$ cat config.mk
export PLATFORM = sky130hd
export DESIGN_NAME = cam_capture_engine
export DESIGN_NICKNAME = d
export VERILOG_FILES = /design/src/rtl/cam_capture_engine.sv
export SDC_FILE = /design/constraint.sdc
export NUM_CORES = 1
export LEC_CHECK = 0
export CAP_MARGIN = 20
export CORE_UTILIZATION = 50
export CTS_CLUSTER_SIZE = 16
export DETAILED_ROUTE_END_ITERATION = 10
export DONT_BUFFER_PORTS = 1
export GPL_TIMING_DRIVEN = 0
export SYNTH_ARGS = -nofsm -noshare
export SYNTH_HDL_FRONTEND = slang
export SYNTH_SLANG_ARGS = --single-unit
$ cat constraint.sdc
create_clock -name i_clk -period 3.3 [get_ports i_clk]
set_input_delay 0.66 -clock i_clk [delete_from_list [all_inputs] [get_ports i_clk]]
set_output_delay 0.66 -clock i_clk [all_outputs]
set_load 0.03 [all_outputs]
$ cat src/rtl/cam_capture_engine.sv
// cam_capture_engine
// Camera capture front end that runs entirely in the i_clk domain.
// PCLK, VS, HS and DATA are oversampled through 2-FF synchronisers.
// Byte pairs are assembled into RGB565 or Y8-expanded pixels, decimated by
// 2^d in both axes, and written to a frame buffer port with addresses.
// The block also keeps a wrapping frame counter and a sticky line-length
// error flag.

module cam_capture_engine #(
  parameter int DATA_WIDTH = 8,
  parameter int H_WIDTH    = 320,
  parameter int V_WIDTH    = 240,
  parameter int PXL_WIDTH  = 16,
  parameter int FCNT_WIDTH = 8
) (
  input  logic                       i_clk,
  input  logic                       i_n_reset,
  input  logic                       i_start_capture,
  input  logic                       i_continuous,
  input  logic                       i_mode,
  input  logic [1:0]                 i_decim,
  input  logic                       i_PCLK,
  input  logic                       i_VS,
  input  logic                       i_HS,
  input  logic [DATA_WIDTH-1:0]      i_DATA,
  output logic [PXL_WIDTH-1:0]       o_pixel_data,
  output logic [$clog2(H_WIDTH):0]   o_h_addr,
  output logic [$clog2(V_WIDTH):0]   o_v_addr,
  output logic                       o_valid,
  output logic                       o_frame_done,
  output logic [FCNT_WIDTH-1:0]      o_frame_cnt,
  output logic                       o_line_err,
  output logic                       o_busy,
  output logic [1:0]                 o_state
);

  // Counter widths match the address ports so a counter value can be
  // shifted straight onto the address outputs.
  localparam int HC_W = $clog2(H_WIDTH) + 1;
  localparam int VC_W = $clog2(V_WIDTH) + 1;

  localparam logic [HC_W-1:0] H_LIM  = HC_W'(H_WIDTH);
  localparam logic [VC_W-1:0] V_LIM  = VC_W'(V_WIDTH);
  localparam logic [HC_W-1:0] HC_MAX = '1;
  localparam logic [VC_W-1:0] VC_MAX = '1;

  typedef enum logic [1:0] {
    IDLE    = 2'd0,
    WAIT_VS = 2'd1,
    FRAME   = 2'd2,
    DONE    = 2'd3
  } state_t;

  state_t state;

  // Synchroniser stages and previous-value registers for edge detection.
  logic [1:0]            pclk_sync;
  logic [1:0]            vs_sync;
  logic [1:0]            hs_sync;
  logic [DATA_WIDTH-1:0] data_meta;
  logic [DATA_WIDTH-1:0] data_sync;
  logic                  pclk_prev;
  logic                  vs_prev;
  logic                  hs_prev;

  // Frame-scoped capture state.
  logic                  mode;
  logic [1:0]            decim;
  logic                  phase;
  logic [DATA_WIDTH-1:0] byte0;
  logic [HC_W-1:0]       h_cnt;
  logic [VC_W-1:0]       v_cnt;

  // Decoded events and combinational pixel/address values.
  logic                  pclk_rise;
  logic                  vs_rise;
  logic                  vs_fall;
  logic                  hs_rise;
  logic                  hs_fall;
  logic                  hs_level;
  logic [HC_W-1:0]       h_mask;
  logic [VC_W-1:0]       v_mask;
  logic                  h_on_grid;
  logic                  v_on_grid;
  logic                  write_ok;
  logic [7:0]            y_byte;
  logic [PXL_WIDTH-1:0]  rgb_pixel;
  logic [PXL_WIDTH-1:0]  y_pixel;
  logic [PXL_WIDTH-1:0]  new_pixel;
  logic [HC_W-1:0]       h_addr_next;
  logic [VC_W-1:0]       v_addr_next;

  // Two-stage synchronisers for every camera input, sharing the same latency
  // so data stays aligned with the PCLK edge that qualifies it.
  always_ff @(posedge i_clk or negedge i_n_reset) begin
    if (!i_n_reset) begin
      pclk_sync <= '0;
      vs_sync   <= '0;
      hs_sync   <= '0;
      data_meta <= '0;
      data_sync <= '0;
    end else begin
      pclk_sync <= {pclk_sync[0], i_PCLK};
      vs_sync   <= {vs_sync[0], i_VS};
      hs_sync   <= {hs_sync[0], i_HS};
      data_meta <= i_DATA;
      data_sync <= data_meta;
    end
  end

  // Delayed copies of the synchronised controls used to find their edges.
  always_ff @(posedge i_clk or negedge i_n_reset) begin
    if (!i_n_reset) begin
      pclk_prev <= 1'b0;
      vs_prev   <= 1'b0;
      hs_prev   <= 1'b0;
    end else begin
      pclk_prev <= pclk_sync[1];
      vs_prev   <= vs_sync[1];
      hs_prev   <= hs_sync[1];
    end
  end

  // Edge decode, decimation grid test and pixel formatting.
  always_comb begin
    pclk_rise = pclk_sync[1] & ~pclk_prev;
    vs_rise   = vs_sync[1] & ~vs_prev;
    vs_fall   = ~vs_sync[1] & vs_prev;
    hs_rise   = hs_sync[1] & ~hs_prev;
    hs_fall   = ~hs_sync[1] & hs_prev;
    hs_level  = hs_sync[1];

    h_mask    = HC_W'((32'd1 << decim) - 32'd1);
    v_mask    = VC_W'((32'd1 << decim) - 32'd1);
    h_on_grid = ((h_cnt & h_mask) == '0);
    v_on_grid = ((v_cnt & v_mask) == '0);
    write_ok  = (h_cnt < H_LIM) && (v_cnt < V_LIM) && h_on_grid && v_on_grid;

    h_addr_next = h_cnt >> decim;
    v_addr_next = v_cnt >> decim;

    y_byte    = byte0[DATA_WIDTH-1 -: 8];
    rgb_pixel = PXL_WIDTH'({byte0, data_sync});
    y_pixel   = PXL_WIDTH'({y_byte[7:3], y_byte[7:2], y_byte[7:3]});
    new_pixel = mode ? y_pixel : rgb_pixel;
  end

  // Capture state machine with the pixel assembly, counters and all
  // registered outputs; one block so every output changes with the state.
  always_ff @(posedge i_clk or negedge i_n_reset) begin
    if (!i_n_reset) begin
      state        <= IDLE;
      mode         <= 1'b0;
      decim        <= 2'd0;
      phase        <= 1'b0;
      byte0        <= '0;
      h_cnt        <= '0;
      v_cnt        <= '0;
      o_pixel_data <= '0;
      o_h_addr     <= '0;
      o_v_addr     <= '0;
      o_valid      <= 1'b0;
      o_frame_done <= 1'b0;
      o_frame_cnt  <= '0;
      o_line_err   <= 1'b0;
    end else begin
      o_valid      <= 1'b0;
      o_frame_done <= 1'b0;
      case (state)
        IDLE: begin
          if (i_start_capture) begin
            state      <= WAIT_VS;
            o_line_err <= 1'b0;
          end
        end

        WAIT_VS: begin
          if (vs_fall) begin
            state <= FRAME;
            mode  <= i_mode;
            decim <= i_decim;
            h_cnt <= '0;
            v_cnt <= '0;
            phase <= 1'b0;
          end
        end

        FRAME: begin
          if (vs_rise) begin
            state        <= DONE;
            phase        <= 1'b0;
            o_frame_done <= 1'b1;
            o_frame_cnt  <= o_frame_cnt + 1'b1;
          end else if (hs_rise) begin
            phase <= 1'b0;
            h_cnt <= '0;
          end else if (hs_fall) begin
            phase <= 1'b0;
            if (h_cnt != H_LIM) begin
              o_line_err <= 1'b1;
            end
            v_cnt <= (v_cnt == VC_MAX) ? v_cnt : v_cnt + 1'b1;
          end else if (hs_level && pclk_rise) begin
            if (!phase) begin
              byte0 <= data_sync;
              phase <= 1'b1;
            end else begin
              phase <= 1'b0;
              h_cnt <= (h_cnt == HC_MAX) ? h_cnt : h_cnt + 1'b1;
              if (write_ok) begin
                o_valid      <= 1'b1;
                o_pixel_data <= new_pixel;
                o_h_addr     <= h_addr_next;
                o_v_addr     <= v_addr_next;
              end
            end
          end
        end

        DONE: begin
          state <= i_continuous ? WAIT_VS : IDLE;
        end

        default: state <= IDLE;
      endcase
    end
  end

  assign o_state = state;
  assign o_busy  = (state != IDLE);

endmodule

==> metrics.txt <==
Yosys reg bits 104; clock root cell sky130_fd_sc_hd__clkbuf_8; type of destination of the critical path register; number of antenna violations at the first check in global routing 0; total number of yosys warnings 0; path class of the lowest-slack min-delay path input port to asynchronous set/reset pin; cells taking the most area after synthesis sky130_fd_sc_hd__dfrtp_1 54%, sky130_fd_sc_hd__mux2_2 7.9%, sky130_fd_sc_hd__mux4_2 5.1%; via count 3,143; port buffer count 0; most common cell in the synthesized netlist sky130_fd_sc_hd__dfrtp_1; total die area roughly 10,000 um^2; max-cap viol count 0; final-report max-slew violation count 0; Synth Area per Inst 11.71 um^2; number of synthesized flops with an enable pin 0; reported leakage power approximately 0.0023 uW; vias in the first global route 3,205; accumulated negative setup slack 0 ns; Yosys top cell area share around 54%; Crit path max-delay family buffers and inverters; number of buffer and inverter stages on the critical path 3; aggregate global routing overflow 0; kind of start point of the critical path register; Syn Inst Count 413; Total Routed Length 9.673 mm; net count of the mapped netlist 444; core area 9284 um^2; maximum frequency from static timing analysis 0.3354 GHz; placed cell count 542; CP max-delay cell sky130_fd_sc_hd__nor4_1; register cell area after layout roughly 2600 um^2; data arrival time of the critical path 3.22 ns; clock tree buffer depth 2; fill count 811; TritonCTS clock tree yes; detailed-route vias per instance 5.623; Post-synth top flop sky130_fd_sc_hd__dfrtp_1; Clock transition at path regs 0.10 ns; area used by multi-input combinational logic 2088 um^2; proportion of register bits with asynchronous set or reset after synthesis between 90% and 100%; remaining antenna violation count 0; startpoint of the most critical register-to-register path decim[1]; H-tree depth 3; Critical Path Source decim[1]; number of search-and-repair iterations in the first detailed-routing pass 4; worst-case clock skew 0.008451 ns; Area Growth Syn to Fin 8.486%; Slew headroom 55.82%; Cell variety after synth 50; critical-path cell list clkbuf_1 -> nand2_1 -> ha_1 -> a211oi_1 -> o2111ai_1 -> nor4_1 -> buf_2 -> buf_1 -> a31oi_1; post-layout minimum cycle time 2.982 ns; count of unresolved DRC violations after routing 0; GR Util All Layers 20.99%; maximum number of pins on one net before global-route repair 105; number of antenna repair diodes 0; number of nets in the final layout 456; power after layout 3241 uW; number of clock buffers inserted by TritonCTS 9; Die H about 100 um; Placed Instance Area 4997 um^2; maximum vdd ir drop 0.2980 mV; number of placement rows 35; hold violation total from the final report 0; final instance area 5246 um^2; Num Clock Sinks 104; result of the run finished clean; Cell Area, Synth 4836 um^2; most common library cells after synthesis 104 x sky130_fd_sc_hd__dfrtp_1, 35 x sky130_fd_sc_hd__nand2_1, 34 x sky130_fd_sc_hd__mux2_2; share of the cycle needed by the critical path after routing 90.35%; Ports 67; CP peak stage delay 0.53 ns; top fanout value on the critical path 10; fraction of layout instances using a drive strength above 1 17.21%; mean routed wirelength per cell 17.30 um; half-perimeter wire length after detailed placement 6.650 mm; register area share after synthesis about 54%; PwrDens 617.8 nW/um^2; required time of the critical path ~3.5 ns; final-report setup violation count 0; starting density of the core 52.09%; wire length of the first global-routing pass 16.26 mm; detailed router's first-iteration violation count 115; kind of critical path register to register; clock insertion delay at the later pin of the skew report about 0.37 ns; routability congestion estimate from global placement a little over 0.8; worst hold slack 0.1875 ns; largest area contributor in the synthesized netlist sky130_fd_sc_hd__dfrtp_1; Layout Cells excl Fill about 560; Horiz. Die Dim 100.3 um; RSZ-0062 raised after global routing false; Least-Margin Pin Slew about 0.66 ns
==> layout by cell type, fill, tap and decap left out, types with 5 or more instances in the layout <==
cell type,count
sky130_fd_sc_hd__a31oi_1,11
sky130_fd_sc_hd__o21ai_0,11
sky130_fd_sc_hd__clkbuf_8,9
sky130_fd_sc_hd__a22o_1,5
sky130_fd_sc_hd__inv_1,14
sky130_fd_sc_hd__nand2_1,35
sky130_fd_sc_hd__nand2b_1,15
sky130_fd_sc_hd__nor2b_1,7
sky130_fd_sc_hd__nand3_1,15
sky130_fd_sc_hd__mux2i_1,6
sky130_fd_sc_hd__buf_2,5
sky130_fd_sc_hd__nor2_1,31
sky130_fd_sc_hd__clkbuf_1,16
sky130_fd_sc_hd__dfrtp_1,104
sky130_fd_sc_hd__a21oi_1,16
sky130_fd_sc_hd__mux2_2,34
sky130_fd_sc_hd__mux4_2,11
sky130_fd_sc_hd__ha_1,13
==> worst register-to-register path, stage by stage (launching register included) <==
cell and delay [ns]:
sky130_fd_sc_hd__dfrtp_1 0.34, sky130_fd_sc_hd__clkbuf_1 0.28, sky130_fd_sc_hd__nand2_1 0.16, sky130_fd_sc_hd__ha_1 0.22
sky130_fd_sc_hd__a211oi_1 0.24, sky130_fd_sc_hd__o2111ai_1 0.17, sky130_fd_sc_hd__nor4_1 0.53, sky130_fd_sc_hd__buf_2 0.35
sky130_fd_sc_hd__buf_1 0.43, sky130_fd_sc_hd__a31oi_1 0.14
==> area by class of cell <==
type,count,share of cell area [%]
plain buffers,23,1.765
clock inverters,7,1.860
multi-input cells,272,39.80
clock buffers,9,2.361
inverters,14,1.002
flip-flops and latches,104,49.61
repair buffers,1,0.5247
well taps,129,3.077
==> report_power, final <==
part           total, uW  leakage [uW]  internal, uW  switching [uW]
clock                869      0.000112           376             493
combinational        735      0.000848           315             420
sequential          1640       0.00137          1400             232
total               3240       0.00233          2100            1150
==> through the flow <==
| step | utilization (%) | worst slack [ns] |
|---|---|---|
| after floorplan | - | 0.8157 |
| after global placement | 53.83 | 0.3491 |
| after detailed placement | 53.83 | 0.2971 |
| after CTS | 56.51 | 0.2576 |
| after global routing | 56.51 | 0.08687 |
| final | 56.51 | 0.3184 |
==> cell families after synthesis <==
kind of cell	after synthesis	synth area share, %
AOI/OAI and AO/OA	66	9.754
xor gates and xnor gates	7	1.268
adders and majority gates	13	3.364
buffers and inverters	37	3.001
DFF	104	53.82
muxes	51	14.28
and+or+nand+nor	135	14.51
==> path summary, 6_finish.rpt <==
path | to | slack, ns | cells after the start
setup / recovery | o_pixel_data[7] | 0.32 | 9
hold / removal | h_cnt[9] | 0.19 | 1
setup reg to reg | o_pixel_data[7] | 0.32 | 9
hold reg to reg | pclk_sync[1] | 0.35 | 0
max in group asynchronous | vs_prev | 2.71 | 1
min in group i_clk | hs_sync[0] | 0.30 | 0
==> what timing repair did <==
action,CTS,global route
setup buffers,0,0
endpoints found under the hold margin,104,0
setup endpoints to repair,0,0
resized for setup,0,0
hold buffers,1,0
==> sequential cells by signal, summed over array words and instances (netlist names), 2 cells and up <==
register,cells
o_state,2
decim,2
o_pixel_data,16
pclk_sync,2
data_sync,8
vs_sync,2
o_v_addr,9
o_h_addr,10
byte0,8
data_meta,8
o_frame_cnt,8
hs_sync,2
h_cnt,10
v_cnt,9
==> routing by layer <==
layer	part of all wire [%]	track usage, %	up-vias
li1	-	-	1502
met1	49	31.29	1554
met2	45	31.77	76
met3	4.5	3.482	11
met4	1.2	6.020	0
met5	0	0	-
(Power assumes the default switching activity.)
